==> config.mk <==
export PLATFORM = sky130hd
export DESIGN_NAME = branch_relation_unit
export DESIGN_NICKNAME = d
export VERILOG_FILES = /design/src/rtl/branch_relation_unit.sv
export SDC_FILE = /design/constraint.sdc
export NUM_CORES = 1
export LEC_CHECK = 0
export BUFFER_PORTS_ARGS = -buffer_cell sky130_fd_sc_hd__buf_4
export CORE_MARGIN = 10
export CORE_UTILIZATION = 40
export CTS_BUF_LIST = sky130_fd_sc_hd__clkbuf_4 sky130_fd_sc_hd__clkbuf_8
export DETAILED_ROUTE_END_ITERATION = 8
export GPL_TIMING_DRIVEN = 0
export PLACE_DENSITY = 0.72
export SYNTH_ARGS = -nofsm -noshare
export SYNTH_HDL_FRONTEND = slang
export SYNTH_SLANG_ARGS = --single-unit
==> constraint.sdc <==
create_clock -name i_clk -period 5.1 [get_ports i_clk]
set_input_delay 0.51 -clock i_clk [delete_from_list [all_inputs] [get_ports i_clk]]
set_output_delay 0.51 -clock i_clk [all_outputs]
set_load 0.03 [all_outputs]
==> src/rtl/branch_relation_unit.sv <==
// ============================================================================
// Module   : branch_relation_unit
// Purpose  : ID-stage branch operand evaluator; emits a registered relation
//            code and branch type under a valid/ready handshake.
// Options  : BRU_WAIT_TIMEOUT_EN enables the WAIT-state timeout counter.
// Revision : 1.0
// ============================================================================
`default_nettype none

module branch_relation_unit #(
  parameter int DATA_WIDTH = 32,
  parameter int MAX_WAIT   = 4
) (
  input  logic                  i_clk,
  input  logic                  i_rst,
  input  logic                  i_valid,
  input  logic [2:0]            i_branch,
  input  logic [DATA_WIDTH-1:0] i_rs_data,
  input  logic [DATA_WIDTH-1:0] i_rt_data,
  input  logic                  i_rs_ready,
  input  logic                  i_rt_ready,
  input  logic                  i_flush,
  input  logic                  i_out_ready,
  output logic                  o_valid,
  output logic [1:0]            o_relation,
  output logic [2:0]            o_branch,
  output logic                  o_stall,
  output logic                  o_timeout
);

  typedef enum logic [1:0] {
    ST_IDLE = 2'd0,
    ST_WAIT = 2'd1,
    ST_HOLD = 2'd2
  } state_t;

  localparam logic [1:0] c_rel_less    = 2'b00;
  localparam logic [1:0] c_rel_equal   = 2'b01;
  localparam logic [1:0] c_rel_greater = 2'b10;

  state_t                r_state;
  logic [2:0]            r_pend_branch;
  logic                  w_accept;
  logic [2:0]            w_type;
  logic                  w_two_op;
  logic                  w_ready;
  logic [DATA_WIDTH-1:0] w_rhs;
  logic [1:0]            w_rel;

  generate
    if (MAX_WAIT < 1 || MAX_WAIT > 15) begin : g_max_wait_range
      $error("MAX_WAIT must be within 1..15");
    end
  endgenerate

  assign w_accept = i_valid && (i_branch >= 3'b001) && (i_branch <= 3'b101);

  // While waiting, the instruction's type comes from the latch, not the live bus.
  assign w_type   = (r_state == ST_WAIT) ? r_pend_branch : i_branch;
  assign w_two_op = (w_type == 3'b001) || (w_type == 3'b010);
  assign w_ready  = i_rs_ready && (!w_two_op || i_rt_ready);
  assign w_rhs    = w_two_op ? i_rt_data : '0;

  always_comb begin
    w_rel = c_rel_greater;
    if ($signed(i_rs_data) < $signed(w_rhs))
      w_rel = c_rel_less;
    else if (i_rs_data == w_rhs)
      w_rel = c_rel_equal;
  end

  // Stall only while ID holds a branch that cannot be consumed this cycle.
  always_comb begin
    o_stall = 1'b0;
    case (r_state)
      ST_IDLE: o_stall = w_accept && !w_ready;
      ST_WAIT: o_stall = !w_ready;
      ST_HOLD: o_stall = w_accept && !(i_out_ready && w_ready);
      default: o_stall = 1'b0;
    endcase
    if (i_flush || i_rst)
      o_stall = 1'b0;
  end

`ifdef BRU_WAIT_TIMEOUT_EN
  logic [3:0] r_wait_cnt;
  logic       r_timeout;
  assign o_timeout = r_timeout;
`else
  assign o_timeout = 1'b0;
`endif

  always_ff @(posedge i_clk or posedge i_rst) begin
    if (i_rst) begin
      r_state       <= ST_IDLE;
      r_pend_branch <= 3'b000;
      o_valid       <= 1'b0;
      o_relation    <= 2'b00;
      o_branch      <= 3'b000;
`ifdef BRU_WAIT_TIMEOUT_EN
      r_wait_cnt    <= 4'd0;
      r_timeout     <= 1'b0;
`endif
    end else if (i_flush) begin
      r_state <= ST_IDLE;
      o_valid <= 1'b0;
`ifdef BRU_WAIT_TIMEOUT_EN
      r_wait_cnt <= 4'd0;
`endif
    end else begin
      case (r_state)
        ST_IDLE: begin
          if (w_accept) begin
            if (w_ready) begin
              o_relation <= w_rel;
              o_branch   <= i_branch;
              o_valid    <= 1'b1;
              r_state    <= ST_HOLD;
            end else begin
              r_pend_branch <= i_branch;
              r_state       <= ST_WAIT;
`ifdef BRU_WAIT_TIMEOUT_EN
              r_wait_cnt    <= 4'd0;
`endif
            end
          end
        end
        ST_WAIT: begin
          if (w_ready) begin
            o_relation <= w_rel;
            o_branch   <= r_pend_branch;
            o_valid    <= 1'b1;
            r_state    <= ST_HOLD;
`ifdef BRU_WAIT_TIMEOUT_EN
            r_wait_cnt <= 4'd0;
          end else if (r_wait_cnt == 4'(MAX_WAIT - 1)) begin
            r_timeout  <= 1'b1;
            r_wait_cnt <= 4'd0;
            r_state    <= ST_IDLE;
          end else begin
            r_wait_cnt <= r_wait_cnt + 4'd1;
`endif
          end
        end
        ST_HOLD: begin
          if (i_out_ready) begin
            if (w_accept && w_ready) begin
              o_relation <= w_rel;
              o_branch   <= i_branch;
            end else if (w_accept) begin
              r_pend_branch <= i_branch;
              o_valid       <= 1'b0;
              r_state       <= ST_WAIT;
`ifdef BRU_WAIT_TIMEOUT_EN
              r_wait_cnt    <= 4'd0;
`endif
            end else begin
              o_valid <= 1'b0;
              r_state <= ST_IDLE;
            end
          end
        end
        default: begin
          o_valid <= 1'b0;
          r_state <= ST_IDLE;
        end
      endcase
    end
  end

endmodule

`default_nettype wire
; Yosys cells after proc, flatten, opt, wreduce, memory -nomap -nowiden
; Cells that the tools add are included.
[word_totals]
register_bits = 11
in_bits = 74
output_inout_bits = 8
word_cells = 84
[op_classes]
n_lt_le_gt_ge = 3
eq_ne = 17
mux = 37
bitwise_logic = 1
reduce_logical = 21
[op_table]
columns = operator, count
row1 = $mux 3, 11
row2 = $eq 32x32->1, 1
row3 = $lt 32x32->1, 1
row4 = $mux 32, 1
row5 = $mux 2, 12
row6 = $ne 2x2->1 const B, 8
row7 = $reduce_and 7->1, 2
row8 = $ne 3x3->1 const B, 4
row9 = $pmux 2 s3, 2
row10 = $pmux 3 s3, 1
row11 = $logic_and 1x1->1, 7
row12 = $mux 1, 7
row13 = $pmux 1 s3, 2
row14 = $pmux 3 s2, 1
row15 = $reduce_and 5->1, 1
row16 = $reduce_and 4->1, 1
row17 = $eq 3x1->1 const B, 1
row18 = $eq 3x2->1 const B, 1
row19 = $ge 3x1->1 const B, 1
row20 = $le 3x3->1 const B, 1
row21 = $logic_not 1->1, 3
row22 = $logic_or 1x1->1, 3
row23 = $reduce_and 3->1, 1
row24 = $reduce_bool 3->1, 1
row25 = 5 further kinds, 5

; Depth between registers and ports, before layout
; Gate-level depths: netlist of run 1.
[logic_depth]
ltp_word = 12
ltp_mapped = 13
depth_no_buf = 11

; Worst setup path after synthesis of run 1
; Ideal clock, no wire load.
[synth_timing]
path_kind = reg-to-reg
start = register r_state[1]
end = register o_relation[0]
setup_ns = 0.126
arrival_time_ns = 2.609
required_time_ns = 4.974
slack_ns = 2.365
stages_incl_launch_ff = 13
n_path_buf = 2
period_less_slack_ns = 2.735
cell_sequence = dfrtp_1 -> nand2b_1 -> buf_6 -> o21ai_1 -> clkbuf_1 -> nand2_1 -> ha_1 -> nor2b_1 -> o211ai_1 -> a2111oi_0 -> or4_1 -> nor2_1 -> o31ai_1
[synth_via]
elab_chain_len = 11
word_cells_on_any_way = 26
cone_classes = 1 x order compare / 8 x eq/ne / 9 x mux / 8 x reduce/logical
[synth_rtl]
columns = item, line_no
row1 = "start, declared", 41  ; state_t r_state;
row2 = "start signal, assigned", 95  ; r_state <= ST_IDLE;
row3 = "start signal, assigned", 105  ; r_state <= ST_IDLE;
row4 = "start signal, assigned", 118  ; r_state <= ST_HOLD;
row5 = branches (longest 11 deep; another with $lt 32x32->1), n/a
row6 = "end signal, assigned", 115  ; o_relation <= w_rel;
row7 = "end signal, assigned", 130  ; o_relation <= w_rel;
row8 = "end signal, assigned", 148  ; o_relation <= w_rel;
row9 = "end, declared", 25  ; output logic [1:0] o_relation,
; Parallel ways; which one is timed is not known. The select of a mux whose other input is x is not followed.
; A chain may end at the register's enable or synchronous reset.

; Worst setup path after layout of run 1
[layout_timing]
start = register r_pend_branch[0]
end = register o_relation[1]
[layout_via]
elab_chain_len = 10
word_cells_on_any_way = 20
cone_classes = 1 x order compare / 4 x eq/ne / 9 x mux / 6 x reduce/logical
[layout_rtl]
columns = item, line_no
row1 = "start, declared", 42  ; logic [2:0] r_pend_branch;
row2 = "start signal, assigned", 120  ; r_pend_branch <= i_branch;
row3 = "start signal, assigned", 151  ; r_pend_branch <= i_branch;
row4 = $mux 3 *, 59  ; assign w_type = (r_state == ST_WAIT) ? r_pend_branch : i_branch;
row5 = $eq 3x1->1 or $eq 3x2->1 (tied branches), 60  ; assign w_two_op = (w_type == 3'b001) || (w_type == 3'b010);
row6 = $logic_or 1x1->1 *, 60
row7 = branches (longest 7 deep; another with $lt 32x32->1), n/a
; Every way passes the cells marked *. The select of a mux whose other input is x is not followed.

==> results of run 1 <==
==> worst register-to-register path, stage by stage (launching register included) <==
cell      delay, ns
dfrtp_1        0.39
xor2_1         0.33
nand2_1        0.10
o21ai_1        0.32
clkbuf_1       0.43
nand2_1        0.11
ha_1           0.34
nand4_1        0.14
nor4_1         0.43
nand2_1        0.12
nor3b_1        0.17
a22oi_1        0.16
nand3_1        0.09
==> worst max-delay path by stage <==
stage               endpoint  depth (start not counted)             start  slack [ns]
6_report       o_relation[1]                         12  r_pend_branch[0]        1.85
5_1_grt        o_relation[1]                         12  r_pend_branch[0]        1.46
4_1_cts        o_relation[1]                         12  r_pend_branch[0]        1.79
3_5_place_dp   o_relation[1]                         13       i_branch[0]        1.74
3_3_place_gp   o_relation[1]                         13       i_branch[0]        1.80
2_1_floorplan  o_relation[0]                         12        r_state[1]        2.36
==> placed cells by master, fill, tap and decap left out, types with 2 or more instances in the layout <==
| cell type | count |
|---|---|
| buf_4 | 81 |
| nand2_1 | 45 |
| ha_1 | 32 |
| a21oi_1 | 16 |
| dfrtp_1 | 11 |
| nand4_1 | 8 |
| inv_1 | 7 |
| o21ai_0 | 7 |
| nand3_1 | 4 |
| nor2_1 | 3 |
| mux2_2 | 3 |
| nor2b_1 | 3 |
| mux2i_1 | 3 |
| clkbuf_1 | 3 |
| clkbuf_8 | 3 |
| nand2b_1 | 2 |
| or3_1 | 2 |
| o211ai_1 | 2 |
| a21o_1 | 2 |
| a211oi_1 | 2 |
| nor4_1 | 2 |
==> logic make-up (layout without fill, tap and decap cells) <==
group,count (synthesis),in the layout,synth area share
and+or+nand+nor,84,84,0.297
AOI/OAI and AO/OA,39,39,0.173
adders and majority gates,32,32,0.257
buffers and inverters,12,96,0.0362
DFF,11,11,0.177
muxes,6,6,0.0410
xor gates and xnor gates,2,2,0.0161
other,1,1,0.00241
==> layout make-up <==
cell class,count,area [um2],area share
multi-input cells,164,1220,0.541
well taps,48,60.1,0.0265
clock buffers,4,48.8,0.0215
flip-flops and latches,11,275,0.121
plain buffers,5,30.0,0.0133
repair buffers,80,601,0.265
inverters,7,26.3,0.0116
==> sequential cells by signal (all words and copies together), names as in the netlist <==
name and cells:
o_relation 2, o_branch 3, r_state 2, r_pend_branch 3
o_valid 1
==> power groups by stage <==
| stage | Clock, W | Sequential, W | Combinational [W] |
|---|---|---|---|
| after CTS | 0.0000920 | 0.000121 | 0.000238 |
| after global placement | 0 | 0.000121 | 0.000234 |
| after floorplan | 0 | 0.000141 | 0.000122 |
| after global routing | 0.0000965 | 0.000123 | 0.000266 |
| final | 0.0000888 | 0.000121 | 0.000234 |
| after detailed placement | 0 | 0.000122 | 0.000237 |
==> through the flow <==
stage	cells	util	setup WS [ns]	instance area, um2	power [W]
2_1_floorplan	187	-	2.36	1560	0.000263
4_1_cts	319	0.610	1.79	2270	0.000451
5_1_grt	319	0.610	1.46	2270	0.000486
6_report	319	0.610	1.85	2270	0.000443
3_5_place_dp	315	0.597	1.74	2220	0.000359
3_3_place_gp	315	0.597	1.80	2220	0.000355
==> per-layer routing <==
| metal | vias to the layer above | share of wire | GRT usage |
|---|---|---|---|
| li1 | 854 | - | - |
| met1 | 694 | 0.43 | 0.156 |
| met2 | 45 | 0.48 | 0.225 |
| met3 | 2 | 0.085 | 0.0421 |
| met4 | 0 | 0.0057 | 0.0306 |
| met5 | - | 0 | 0 |
==> flow_summary.ini, run 1 <==
[logic_synthesis]
synth-seq-cells = 11
syn_nets = 293
syn-cell-area_um2 = 1560
ys_warn_count = 0
yosysSeqAreaShare = 0.177
yosys.area.top_type_share = 0.257
synth_most_common_cell = nand2_1
yosys-top-cells-area = ha_1, dfrtp_1, nand2_1, a21oi_1, nand4_1
syn_avg_cell_area_um2 = 8.32
synth_top_flop_cell = dfrtp_1
synthArstFlopShare = 1.00
synth.distinct_cells = 49
syn-instance-count = 187
synth_edf_count = 0
yosysTopAreaCell = ha_1
netlist_top_cells_count = nand2_1, ha_1, a21oi_1, dfrtp_1, nand4_1

[worst_setup_path]
reg2reg_from = r_pend_branch[0]
crit_type = reg -> reg
r2r_cells = 12
crit_family = simple AND/OR/NAND/NOR gates
critPathRequiredTime_ns = 5.21
critPathLaunchType = register
end_kind = register
critPathMaxStageDelay_ns = 0.43
crit_top_cell = nand2_1
r2r_slack_ns = 1.85
cp_max_fo = 10
crit_chain = xor2_1, nand2_1, o21ai_1, clkbuf_1, nand2_1, ha_1, nand4_1, nor4_1, nand2_1, nor3b_1, a22oi_1, nand3_1
cp_slowest_cell = clkbuf_1
timing.rr.end = o_relation[1]
path_buf_inv = 1
crit_arrival_ns = 3.36

[pwr]
peakVddDrop_mv = 0.0976
pwr-share-comb = 0.528
leakage_nw = 1.08
pwr-share-clk = 0.200
p_sw_frac = 0.367
p_per_area_nw_per_um2 = 196
seqPwrFrac = 0.272
p_sw_w = 0.000163
intPower_w = 0.000281

[floorplan]
pin_count = 82
rows = 22
die_h_um = 82.4
core_area_um2 = 3720
dieWidth_um = 82.4
dieArea_um2 = 6790
start_util = 0.419

[clock_tree]
clkTransAtPathRegs_ns = 0.05
ctsHoldBuffers = 0
clock_latency_ns = 0.23
post-cts-setup-buffer-count = 0
post_cts_resized = 0
cts_root_buf = clkbuf_8
cts_max_level = 1
numCtsBuffers = 3
clock_sink_count = 11
cts_tree = built
cts_buffer_depth = 2

[grt]
antenna_found_initial = 0
grt_start_max_net_pins = 12
track_usage = 0.131
first_global_vias = 1652
grt_pass1_wl_um = 7300
grt_overflow_total = 0

[routing]
drtAntennaViolNets = 0
drc = 0
vias = 1595
wl_per_cell_um = 13.7
drt_wl_total_um = 4360
first_pass_iters = 4
drtIter0Drc = 51
viasPerCell = 5.00

[timing]
fin_setup_tns_ns = 0
hold_viol = 0
period_minus_slack_ns = 3.25
fmax_mhz = 308
drv_slew = 0
timing.hold.ws_ns = 0.278
rsz0062_at_grt = false
finalCritPeriodShare = 0.637
clock_skew_ns = 0.00204
setup_violations = 0

[outcome]
outcome = finished clean

[placed_design]
gp_congestion = 0.757
port-buffer-count = 80
dp_hpwl_um = 3880

[finish]
syn_to_final_growth_pct = 45.6
diodes = 0
drive_above_1_share = 0.380
nets = 378
filler_cell_count = 384

[min_path]
hp-class = in -> async

[job]
drv_cap = 0
No activity file was read; power rests on OpenSTA's default activity.
==> inputs of run 2 (changes only) <==
Settings changed: PLACE_DENSITY 0.72 to 0.75.
Clock period 5.1 ns to 2.9 ns, I/O delays scaled along.
==> flow_summary.ini, run 2 (synthesized netlist as in run 1, its figures left out) <==
[floorplan]
rows = 22
core_area_um2 = 3720
dieArea_um2 = 6790
die_h_um = 82.4
pin_count = 82
dieWidth_um = 82.4
start_util = 0.419

[worst_setup_path]
critPathLaunchType = register
r2r_slack_ns = 0.11
cp-startpoint = r_state[1]
reg2reg_from = r_state[1]
crit_type = reg -> reg
critPathRequiredTime_ns = 3.02
crit_arrival_ns = 2.91
r2r_cells = 12
cp_max_fo = 10
endpoint = o_relation[0]
end_kind = register
timing.rr.end = o_relation[0]

[outcome]
outcome = finished clean

[routing]
drtIter0Drc = 45
drtAntennaViolNets = 0
drc = 0
wl_per_cell_um = 13.7
first_pass_iters = 4
viasPerCell = 5.10
drt_wl_total_um = 4380
vias = 1632

[timing]
fin_setup_tns_ns = 0
setup_violations = 0
period_minus_slack_ns = 2.79
finalCritPeriodShare = 0.961
fmax_mhz = 359
drv_slew = 0
hold_viol = 0
finalWorstSetupSlack_ns = 0.114
clock_skew_ns = 0.00253

[placed_design]
gp_congestion = 0.771
port-buffer-count = 80
place_ws_ns = -0.281
dp_hpwl_um = 3900
dp_cells = 315
placed_area_um2 = 2220

[clock_tree]
cts_tree = built
numCtsBuffers = 3
clock_latency_ns = 0.24
cts_buffer_depth = 2
cts_max_level = 1
cts_root_buf = clkbuf_8
clock_sink_count = 11
clkTransAtPathRegs_ns = 0.05

[pwr]
leakage_nw = 1.10
p_per_area_nw_per_um2 = 342
peakVddDrop_mv = 0.196

[finish]
reg_top3 = o_branch x3, r_pend_branch x3
drive_above_1_share = 0.415
syn_to_final_growth_pct = 49.1
nets = 379
diodes = 0
regArea_um2 = 278
multi_input_area_um2 = 1260
fin_area_um2 = 2320
filler_cell_count = 335
layout_common_cells = buf_4, nand2_1, ha_1, a21oi_1, dfrtp_1
final_util = 0.625
final_common_cell = buf_4
fin_cells = 320

[grt]
grt_start_max_net_pins = 12
track_usage = 0.130
first_global_vias = 1693
grt_overflow_total = 0
antenna_found_initial = 0
grt_pass1_wl_um = 7190

[min_path]
hp-class = in -> async

[job]
drv_cap = 0
-- run 2: layout make-up --
| cell class | instances | share of cell area |
|---|---|---|
| clock buffer | 3 | 0.0178 |
| timing repair buffer | 81 | 0.262 |
| tap | 48 | 0.0259 |
| sequential | 11 | 0.120 |
| buffer | 5 | 0.0194 |
| inverter | 7 | 0.0113 |
| multi-input combinational | 164 | 0.542 |
| clock inverter | 1 | 0.00216 |
-- run 2: power breakdown --
group	switching, W	leakage [nW]	internal (W)	total [W]
registers	0.0000270	0.137	0.000188	0.000215
clock network	0.0000551	0.0255	0.0000941	0.000149
logic	0.000217	0.933	0.000212	0.000429
total	0.000300	1.10	0.000493	0.000793
-- run 2: worst min path at each step --
stage                      from          endpoint  slack, ns  cells past startpoint
after floorplan           i_rst       o_branch[0]       0.14                      1
after global placement    i_rst        r_state[0]       0.33                      2
after detailed placement  i_rst           o_valid       0.32                      2
after CTS                 i_rst        r_state[0]       0.06                      2
after global routing      i_rst  r_pend_branch[2]        0.1                      2
final                     i_rst  r_pend_branch[2]       0.05                      2
-- run 2: per-layer routing --
layer	GRT usage	vias to the layer above	wire, um
li1	-	856	-
met1	0.145	728	1670
met2	0.231	44	2300
met3	0.0421	4	367
met4	0.0323	0	44
met5	0	-	0
-- run 2: through the flow --
step / power, W / hold WS (ns)
5_1_grt: 0.000868 / 0.0957
2_1_floorplan: 0.000463 / 0.142
3_3_place_gp: 0.000622 / 0.325
3_5_place_dp: 0.000629 / 0.322
4_1_cts: 0.000789 / 0.0636
6_report: 0.000793 / 0.0489
-- run 2: worst max-delay path, cell delays in order (launching register included) --
cell and delay (ns):
dfrtp_2 0.46, nand2b_1 0.17, buf_6 0.15, o21ai_4 0.20, clkbuf_4 0.24, nand2_1 0.07, ha_1 0.30, a21o_1 0.19
nand3_1 0.08, a21oi_1 0.06, or4_1 0.57, nor2_1 0.12, o31ai_1 0.07
-- run 2: what timing repair did --
action / 4_1_cts / 5_1_grt
buffers inserted: 0 / 1
setup endpoints to repair: 2 / 2
resized for setup: 8 / 9
pin swaps: 0 / 3
hold buffers: 0 / 0
